`config.mk`:
```
export PLATFORM = sky130hd
export DESIGN_NAME = display_scan_master
export DESIGN_NICKNAME = d
export VERILOG_FILES = /design/src/rtl/display_scan_master.sv
export SDC_FILE = /design/constraint.sdc
export NUM_CORES = 1
export LEC_CHECK = 0
export BUFFER_PORTS_ARGS = -buffer_cell sky130_fd_sc_hd__buf_4
export CELL_PAD_IN_SITES_DETAIL_PLACEMENT = 1
export CELL_PAD_IN_SITES_GLOBAL_PLACEMENT = 1
export CORE_MARGIN = 2
export CORE_UTILIZATION = 34
export CTS_CLUSTER_DIAMETER = 40
export CTS_CLUSTER_SIZE = 28
export DETAILED_ROUTE_END_ITERATION = 8
export PLACE_DENSITY = 0.83
export SETUP_SLACK_MARGIN = 0.4
export SLEW_MARGIN = 20
export SYNTH_ARGS = -nofsm -noshare
export SYNTH_HDL_FRONTEND = slang
export SYNTH_SLANG_ARGS = --single-unit
```
`constraint.sdc`:
```
create_clock -name clk -period 1.7 [get_ports clk]
set_input_delay 0.34 -clock clk [delete_from_list [all_inputs] [get_ports clk]]
set_output_delay 0.34 -clock clk [all_outputs]
set_load 0.1 [all_outputs]
```
`src/rtl/display_scan_master.sv`:
```
// Initiator for the display_number/valid/name/value block protocol: sweeps blocks 1..NUM_BLOCKS,
// captures valid blocks and streams them out. Optional: `define DISP_CHANGE_ONLY_EN.
module display_scan_master #(
    parameter int unsigned NUM_BLOCKS  = 44,
    parameter int unsigned RESP_LAT    = 2,
    parameter int unsigned REFRESH_GAP = 1024
) (
    input  logic        clk,
    input  logic        resetn,
    input  logic        enable,
    output logic [5:0]  display_number,
    input  logic        display_valid,
    input  logic [39:0] display_name,
    input  logic [31:0] display_value,
    output logic        out_valid,
    input  logic        out_ready,
    output logic [5:0]  out_number,
    output logic [39:0] out_name,
    output logic [31:0] out_value,
    output logic        sweep_done,
    output logic        busy
);

    localparam int unsigned WaitW = (RESP_LAT > 1) ? $clog2(RESP_LAT) : 1;
    localparam int unsigned GapW  = (REFRESH_GAP > 1) ? $clog2(REFRESH_GAP) : 1;

    typedef enum logic [2:0] {
        StIdle,
        StIssue,
        StWait,
        StEmit,
        StNext,
        StGap
    } state_e;

    state_e            state_q, state_d;
    logic [5:0]        blk_q;
    logic [WaitW-1:0]  wait_cnt_q;
    logic [GapW-1:0]   gap_cnt_q;

    logic sample_now;
    logic transfer;
    logic last_blk;
    logic gap_done;
    logic emit_ok;

    assign sample_now = (state_q == StWait) && (wait_cnt_q == WaitW'(RESP_LAT - 1));
    assign transfer   = (state_q == StEmit) && out_valid && out_ready;
    assign last_blk   = (blk_q == 6'(NUM_BLOCKS));
    assign gap_done   = (gap_cnt_q == GapW'(REFRESH_GAP - 1));
    assign busy       = (state_q != StIdle);

`ifdef DISP_CHANGE_ONLY_EN
    localparam int unsigned IdxW = (NUM_BLOCKS > 1) ? $clog2(NUM_BLOCKS) : 1;

    logic [NUM_BLOCKS-1:0] seen_q;
    logic [31:0]           shadow_q [NUM_BLOCKS];
    logic [IdxW-1:0]       blk_idx;
    logic [IdxW-1:0]       out_idx;

    assign blk_idx = IdxW'(blk_q - 6'd1);
    assign out_idx = IdxW'(out_number - 6'd1);
    // Name changes alone are deliberately ignored; only the value is tracked.
    assign emit_ok = !seen_q[blk_idx] || (display_value != shadow_q[blk_idx]);

    always_ff @(posedge clk) begin
        if (!resetn) begin
            seen_q <= '0;
        end else if (transfer) begin
            seen_q[out_idx] <= 1'b1;
        end
    end

    // Shadow values need no reset: they are only consulted once the seen bit is set.
    always_ff @(posedge clk) begin
        if (transfer) begin
            shadow_q[out_idx] <= out_value;
        end
    end
`else
    assign emit_ok = 1'b1;
`endif

    always_comb begin
        state_d = state_q;
        unique case (state_q)
            StIdle: begin
                if (enable) state_d = StIssue;
            end
            StIssue: begin
                state_d = StWait;
            end
            StWait: begin
                if (sample_now) begin
                    state_d = (display_valid && emit_ok) ? StEmit : StNext;
                end
            end
            StEmit: begin
                if (out_ready) state_d = StNext;
            end
            StNext: begin
                if (!enable) begin
                    state_d = StIdle;
                end else if (last_blk) begin
                    state_d = StGap;
                end else begin
                    state_d = StIssue;
                end
            end
            StGap: begin
                if (!enable) begin
                    state_d = StIdle;
                end else if (gap_done) begin
                    state_d = StIssue;
                end
            end
            default: state_d = StIdle;
        endcase
    end

    always_ff @(posedge clk) begin
        if (!resetn) begin
            state_q        <= StIdle;
            blk_q          <= 6'd1;
            wait_cnt_q     <= '0;
            gap_cnt_q      <= '0;
            display_number <= '0;
            out_valid      <= 1'b0;
            out_number     <= '0;
            out_name       <= '0;
            out_value      <= '0;
            sweep_done     <= 1'b0;
        end else begin
            state_q    <= state_d;
            sweep_done <= 1'b0;
            unique case (state_q)
                StIssue: begin
                    display_number <= blk_q;
                    wait_cnt_q     <= '0;
                end
                StWait: begin
                    if (!sample_now) begin
                        wait_cnt_q <= wait_cnt_q + 1'b1;
                    end else if (display_valid && emit_ok) begin
                        out_valid  <= 1'b1;
                        out_number <= blk_q;
                        out_name   <= display_name;
                        out_value  <= display_value;
                    end
                end
                StEmit: begin
                    if (out_ready) out_valid <= 1'b0;
                end
                StNext: begin
                    gap_cnt_q <= '0;
                    if (last_blk) begin
                        blk_q      <= 6'd1;
                        sweep_done <= 1'b1;
                    end else begin
                        blk_q <= blk_q + 6'd1;
                    end
                    // Block 0 is the responder's "nothing selected" code.
                    if (last_blk || !enable) display_number <= '0;
                end
                StGap: begin
                    gap_cnt_q <= gap_done ? '0 : gap_cnt_q + 1'b1;
                end
                default: ;
            endcase
        end
    end

endmodule
```
# Word level (Yosys, flattened, before mapping)
# Cells that the tools add are included.
# classes
eq_ne	14
mux	21
add_sub_neg	3
n_reduce_logical	15
# ops
op	n
$mux W3	8
$pmux W10 S2	1
$pmux W3 S6	1
$mux W6	2
$ne A2 B2 Y1 const B	6
$pmux W6 S2	1
$add A10 B1 Y10 const B	1
$eq A10 B10 Y1 const B	1
$mux W10	1
$reduce_and A4 Y1	2
$reduce_bool A2 Y1	4
$add A6 B1 Y6 const B	1
$eq A3 B2 Y1 const B	2
$eq A3 B3 Y1 const B	2
$eq A6 B6 Y1 const B	1
$reduce_and A2 Y1	3
$mux W1	5
$pmux W1 S2	2
$eq A3 B1 Y1 const B	1
$logic_not A3 Y1	1
$ne A3 B3 Y1 const B	1
$reduce_and A3 Y1	1
$reduce_bool A3 Y1	1
$add A1 B1 Y1 const B	1
3 further kinds	3
# totals
out_inout_bits	87
word_cells	63
inputBits	77
ff_bits	106

# Longest topological paths before layout
# Gate-level depths: netlist of run 1.
# depth
depth_word	4
depth_mapped	7

# Worst setup path before layout of run 1
# OpenSTA, ideal clock, no wires.
# synth_timing
path_kind	reg2out
from	register state_q[1]
to	output busy
path_stages_with_launch	4
t_arrival_ns	1.494
path_slack_ns	-0.134
required_ns	1.360
cell_sequence	dfxtp_1 > buf_2 > clkbuf_1 > or3_1
# synth_between
elab_chain_len	1
# synth_lines
element	line_no	text
start, declared	36	state_e state_q, state_d;
start signal, assigned	123	state_q <= StIdle;
start signal, assigned	134	state_q <= state_d;
$reduce_bool A3 Y1	51	assign busy = (state_q != StIdle);
end, declared	21	output logic busy
# No other way between the ends.

# Worst setup path in the final report of run 1
# layout_timing
from	register state_q[2]
to	output busy
# The elaborated chain is that of the path after synthesis.

==> results of run 1 <==
-- per-stage QoR --
stage | hold WS (ps) | worst slack, ps | cell area [µm²] | setup TNS (ps)
2_1_floorplan | 462.9 | 257.2 | 4088 | 0
3_3_place_gp | 443.1 | 206.2 | 5439 | 0
3_5_place_dp | 450.7 | 116.0 | 5439 | 0
4_1_cts | 226.7 | -27.17 | 6988 | -27.17
5_1_grt | 224.9 | -67.77 | 7811 | -697.8
6_report | 220.8 | -49.07 | 7811 | -126.8
-- flip-flops by register name, summed over array words and instances, names as in the netlist --
register	flops
out_name	40
out_value	32
gap_cnt_q	10
blk_q	6
display_number	6
out_number	6
state_q	3
out_valid	1
sweep_done	1
wait_cnt_q	1
-- cell usage in the layout, fill, tap and decap left out, types with 2 or more instances in the layout --
| cell | Yosys | routed |
|---|---|---|
| xor2_1 | 9 | 9 |
| nand2b_1 | 4 | 2 |
| buf_16 | 0 | 13 |
| inv_1 | 3 | 2 |
| nand2_1 | 172 | 159 |
| buf_8 | 0 | 15 |
| o21ai_1 | 2 | 6 |
| a31oi_4 | 0 | 3 |
| and4b_1 | 2 | 2 |
| buf_4 | 3 | 96 |
| buf_6 | 0 | 29 |
| nor2b_4 | 0 | 3 |
| clkbuf_16 | 0 | 9 |
| clkbuf_1 | 17 | 3 |
| a32oi_2 | 0 | 2 |
| xnor2_1 | 3 | 3 |
| nand2_2 | 0 | 13 |
| dfxtp_2 | 0 | 52 |
| nand3_4 | 0 | 2 |
| nand3_2 | 0 | 2 |
| a31oi_1 | 6 | 3 |
| nand4_1 | 4 | 4 |
| nor2_1 | 16 | 14 |
| o21ai_0 | 10 | 4 |
| dfxtp_1 | 106 | 48 |
| clkbuf_8 | 0 | 2 |
| and3_4 | 0 | 3 |
| a32oi_1 | 6 | 4 |
| ha_1 | 3 | 2 |
| dfxtp_4 | 0 | 6 |
| a21oi_2 | 0 | 15 |
| a21oi_1 | 86 | 71 |
| nor2_2 | 0 | 2 |
| buf_12 | 0 | 71 |
-- tightest hold or removal path: cells and delay by family --
| family | cells | cell delay (ps) |
|---|---|---|
| AOI/OAI and AO/OA | 1 | 40 |
| and+or+nand+nor | 1 | 50 |
| buffers and inverters | 1 | 110 |
-- cell families (layout without fill, tap and decap cells) --
logic type,Yosys count,in the layout
and+or+nand+nor,221,222
AOI/OAI and AO/OA,116,116
DFF,106,106
buffers and inverters,37,244
xor gates and xnor gates,12,12
adders and majority gates,3,3
muxes,2,2
-- routing by layer --
layer  up-vias  global-route usage  wire [µm]
met1      2414              0.3102       8044
met2       291              0.5058      12140
met5         -                   0          0
met4         0              0.1260       1274
met3        92             0.06052       1573
li1       2070                   -          -
-- worst max path at each step --
stage	to	slack [ps]	cells past startpoint
2_1_floorplan	busy	260	3
3_3_place_gp	state_q[0]	210	5
3_5_place_dp	out_value[17]	120	5
4_1_cts	busy	-30	3
5_1_grt	out_value[24]	-70	8
6_report	busy	-50	3
-- power by group --
| group | switching, W | internal, W | total (W) |
|---|---|---|---|
| combinational | 0.000695 | 0.000552 | 0.00125 |
| sequential | 0.0000703 | 0.00252 | 0.00259 |
| clock | 0.000990 | 0.00123 | 0.00222 |
-- layout make-up --
| type | count | share of cell area |
|---|---|---|
| Clock inverter | 2 | 0.004485 |
| Clock buffer | 14 | 0.03380 |
| Inverter | 4 | 0.002403 |
| Multi-Input combinational cell | 355 | 0.2629 |
| Sequential cell | 106 | 0.2829 |
| Tap cell | 143 | 0.02291 |
| Timing Repair Buffer | 224 | 0.3907 |
-- repair_timing --
action	CTS	global route
hold buffers	0	0
gates resized for setup	195	204
setup endpoints to repair	188	179
gates cloned	14	0
pin swaps	19	18
setup buffers	22	14
==> flow_metrics.env, run 1 <==
export IMPL_cts_tree="built"
export IMPL_max_freq_mhz=571.7
export IMPL_antenna_left=0
export IMPL_rr_startpoint="state_q[2]"
export IMPL_clkTransAtPathRegs_ps=80
export IMPL_powerDensity_mw_per_mm2=775.5
export IMPL_grt_max_degree=60
export IMPL_synth_area_mm2=0.004028
export IMPL_nets=780
export IMPL_synth_top_family_by_area="simple AND/OR/NAND/NOR gates"
export IMPL_hp_start="display_value[17]"
export IMPL_multi_input_area_mm2=0.002053
export IMPL_ff2ff_setup_slack_ps=-30
export IMPL_ir_drop_v=0.0006245
export IMPL_fin_util=0.6812
export IMPL_arrival_ps=1410
export IMPL_synth_xor_area_frac=0.02610
export IMPL_synth_mux_area_frac=0.005281
export IMPL_clk_path_buf_depth=2
export IMPL_insertion_delay_ps=360
export IMPL_reg2reg_depth=8
export IMPL_crit_buf_inv=2
export IMPL_grt_ovfl_total=0
export IMPL_synth_top_area_frac=0.5269
export IMPL_synth_edf_count=0
export IMPL_syn_inst=497
export IMPL_rows=39
export IMPL_worst_path_largest_cell_delay_ps=400
export IMPL_worstSetupPathType="flop to output pin"
export IMPL_startpoint="state_q[2]"
export IMPL_relSlewSlack=0.7211
export IMPL_p_total_w=0.006058
export IMPL_drv_cap=0
export IMPL_final_cells=848
export IMPL_outcome="finished with violations"
export IMPL_track_usage=0.2783
export IMPL_syn_num_nets=577
export IMPL_dieArea_mm2=0.01273
export IMPL_place_gp_congestion=0.8076
export IMPL_drive_gt1_frac=0.5078
export IMPL_regArea_mm2=0.002210
export IMPL_yosys_area_top_type="dfxtp_1"
export IMPL_root_buffer="clkbuf_16"
export IMPL_vias=4867
export IMPL_htreeDepth=3
export IMPL_dpl_hpwl_um=8782
export IMPL_synth_most_common_cell="nand2_1"
export IMPL_fin_crit_sh=1.029
export IMPL_ys_top_cells_by_count="172 x nand2_1, 106 x dfxtp_1, 86 x a21oi_1, 17 x clkbuf_1, 16 x nor2_1"
export IMPL_ys_ff_latch=106
export IMPL_crit_family="simple AND/OR/NAND/NOR gates"
export IMPL_worstHoldEndpoint="out_value[17]"
export IMPL_placed_cells=782
export IMPL_drc=0
export IMPL_skew_ps=11.20
export IMPL_fillers=1191
export IMPL_hold_viol=0
export IMPL_cp_data_required_time_ps=1360
export IMPL_viasPerCell=5.739
export IMPL_drtIter0Drc=292
export IMPL_ioPinCount=164
export IMPL_coreArea_mm2=0.01147
export IMPL_antennaDiodeCount=0
export IMPL_die_h_um=112.8
export IMPL_hold_class="input port to flop"
export IMPL_cp_cell_sequence="buf_6 > or3_4 > buf_12"
export IMPL_cts_buffers=9
export IMPL_maxSlewViolCount=0
export IMPL_tightest_slew_ps=417.7
export IMPL_synthSimpleGateAreaFrac=0.2336
export IMPL_failed_checks="negative setup slack"
export IMPL_synth_cell_types=40
export IMPL_cts_num_sinks=106
export IMPL_layout_min_cycle_time_ps=1749
export IMPL_synth_compound_area_share=0.1578
export IMPL_cp_max_fo=2
export IMPL_yosysWarningCount=0
export IMPL_critPathSlowestCell="or3_4"
export IMPL_fp_dieW_um=112.8
export IMPL_power_leakage_nw=2.987
export IMPL_cp_end_kind="output pin"
export IMPL_syn_to_final_growth_pct=93.94
export IMPL_numPortBuffers=163
export IMPL_hold_depth=3
export IMPL_grt_pass1_wl_um=27350
export IMPL_synthFlopType="dfxtp_1"
export IMPL_rr_endpoint="out_value[24]"
export IMPL_fin_ws_ps=-49.07
export IMPL_synth_avg_cell_area_um2=8.104
export IMPL_detail_route_wirelength_um=23030
export IMPL_synth_area_leaders="dfxtp_1 53%, nand2_1 16%, a21oi_1 11%"
export IMPL_setup_violations=7
export IMPL_seq_area_frac_synth=0.5269
export IMPL_start_kind="flop"
export IMPL_grt_pass1_vias=5000
export IMPL_initial_core_util=0.3512
export IMPL_drtPass1Iterations=5
export IMPL_async_flop_share=0
export IMPL_grt_antenna_before_repair=0
export IMPL_synthAdderAreaFrac=0.009320
export IMPL_routedWlPerCell_um=27.16
export IMPL_rsz0062_at_grt="true"
No activity file was read; power rests on OpenSTA's default activity.
==> inputs of run 2 (changes only) <==
--- a/config.mk
+++ b/config.mk
@@ -19,3 +19,4 @@
 export SYNTH_ARGS = -nofsm -noshare
 export SYNTH_HDL_FRONTEND = slang
 export SYNTH_SLANG_ARGS = --single-unit
+export TNS_END_PERCENT = 5
==> flow_metrics.env, run 2 (synthesis gave the netlist of run 1 again) <==
export IMPL_drc=0
export IMPL_hold_class="input port to flop"
export IMPL_fin_ws_ps=25.59
export IMPL_antennaDiodeCount=0
export IMPL_outcome="completed"
export IMPL_numPortBuffers=163
export IMPL_multi_input_area_mm2=0.001942
export IMPL_startpoint="state_q[2]"
export IMPL_max_flop_register="out_name"
export IMPL_drtIter0Drc=349
export IMPL_rr_startpoint="state_q[2]"
export IMPL_cp_data_required_time_ps=1360
export IMPL_cp_max_fo=6
export IMPL_dieArea_mm2=0.01273
export IMPL_clkTransAtPathRegs_ps=80
export IMPL_grt_pass1_vias=4408
export IMPL_tightest_slew_ps=390.6
export IMPL_insertion_delay_ps=350
export IMPL_dp_slack_ps=128.8
export IMPL_grt_ovfl_total=0
export IMPL_relSlewSlack=0.7396
export IMPL_cts_hold_buf=0
export IMPL_rows=39
export IMPL_dpl_hpwl_um=9156
export IMPL_drive_gt1_frac=0.4186
export IMPL_syn_to_final_growth_pct=66.14
export IMPL_ir_drop_v=0.0004999
export IMPL_root_buffer="clkbuf_16"
export IMPL_htreeDepth=3
export IMPL_grt_pass1_wl_um=22200
export IMPL_cts_tree="built"
export IMPL_powerDensity_mw_per_mm2=831.1
export IMPL_die_h_um=112.8
export IMPL_reg2reg_depth=7
export IMPL_setup_violations=0
export IMPL_layout_min_cycle_time_ps=1674
export IMPL_skew_ps=10.01
export IMPL_antenna_left=0
export IMPL_start_kind="flop"
export IMPL_regArea_mm2=0.002155
export IMPL_track_usage=0.2170
export IMPL_cp_end_kind="output pin"
export IMPL_cts_buffers=9
export IMPL_maxSlewViolCount=0
export IMPL_largest_reg_flops=40
export IMPL_fin_crit_sh=0.9849
export IMPL_initial_core_util=0.3512
export IMPL_power_leakage_nw=2.604
export IMPL_max_freq_mhz=597.2
export IMPL_rr_endpoint="out_name[29]"
export IMPL_fillers=1285
export IMPL_grt_max_degree=41
export IMPL_cts_num_sinks=106
export IMPL_endpoint="busy"
export IMPL_hold_viol=0
export IMPL_drtPass1Iterations=4
export IMPL_layout_common_cells="150 x nand2_1, 92 x buf_4, 88 x dfxtp_1"
export IMPL_clk_path_buf_depth=2
export IMPL_final_common_cell="nand2_1"
export IMPL_routedWlPerCell_um=19.66
export IMPL_rsz0062_at_grt="true"
export IMPL_detail_route_wirelength_um=16100
export IMPL_vias=4248
export IMPL_drv_cap=0
export IMPL_biggestRegsByFlops="out_name x40, out_value x32, gap_cnt_q x10"
export IMPL_fp_dieW_um=112.8
export IMPL_coreArea_mm2=0.01147
export IMPL_fin_tns_setup_ps=0
export IMPL_worstSetupPathType="flop to output pin"
export IMPL_grt_antenna_before_repair=0
export IMPL_ioPinCount=164
export IMPL_arrival_ps=1330
export IMPL_ff2ff_setup_slack_ps=100
export IMPL_place_gp_congestion=0.8218
export IMPL_nets=751
export IMPL_viasPerCell=5.187
run 2: per-stage QoR:
step	utilization	total power [W]	hold slack (ps)	std cells	cell area (µm²)
floorplan	-	0.003102	462.9	497	4049
global placement	0.4745	0.003354	442.8	785	5441
detailed placement	0.4745	0.003378	449.3	785	5441
CTS	0.5547	0.005504	223.7	802	6361
global route	0.5835	0.005762	231.1	819	6691
finish	0.5835	0.005561	232.0	819	6691
run 2: power breakdown:
part           switching, W  leakage (nW)  internal, W
logic              0.000534          1.59     0.000379
clock network      0.000999         0.146      0.00106
registers         0.0000678         0.863      0.00252
total               0.00160          2.60      0.00396
run 2: how the worst min path moves through the flow:
| stage | end | slack, ps | from | cells after the start |
|---|---|---|---|---|
| after floorplan | gap_cnt_q[7] | 460 | gap_cnt_q[7] | 2 |
| after global placement | out_value[26] | 440 | out_value[26] | 2 |
| after detailed placement | out_value[31] | 450 | out_value[31] | 2 |
| after CTS | out_name[17] | 220 | display_name[17] | 3 |
| after global routing | out_name[34] | 230 | display_name[34] | 3 |
| final | out_name[16] | 230 | display_name[16] | 3 |
run 2: critical path: stages, from the launching register on:
cell,delay [ps]
dfxtp_4,350
buf_6,120
or3_4,340
buf_12,170
run 2: metal layers:
layer  GRT usage  share of wire
met3     0.04124          0.054
met4     0.08130          0.025
met2      0.4028           0.53
met5           0              0
met1      0.2456           0.39
run 2: final cells by class:
class | count | area share
Timing Repair Buffer | 196 | 0.3156
Clock buffer | 10 | 0.03571
Clock inverter | 6 | 0.007479
Sequential cell | 106 | 0.3220
Multi-Input combinational cell | 354 | 0.2902
Inverter | 4 | 0.002244
Tap cell | 143 | 0.02674
run 2: timing repair:
action | CTS | global route
cloned | 0 | 7
pin swaps | 17 | 0
endpoints found under the setup margin | 189 | 162
resized for setup | 181 | 12
buffers inserted | 1 | 10
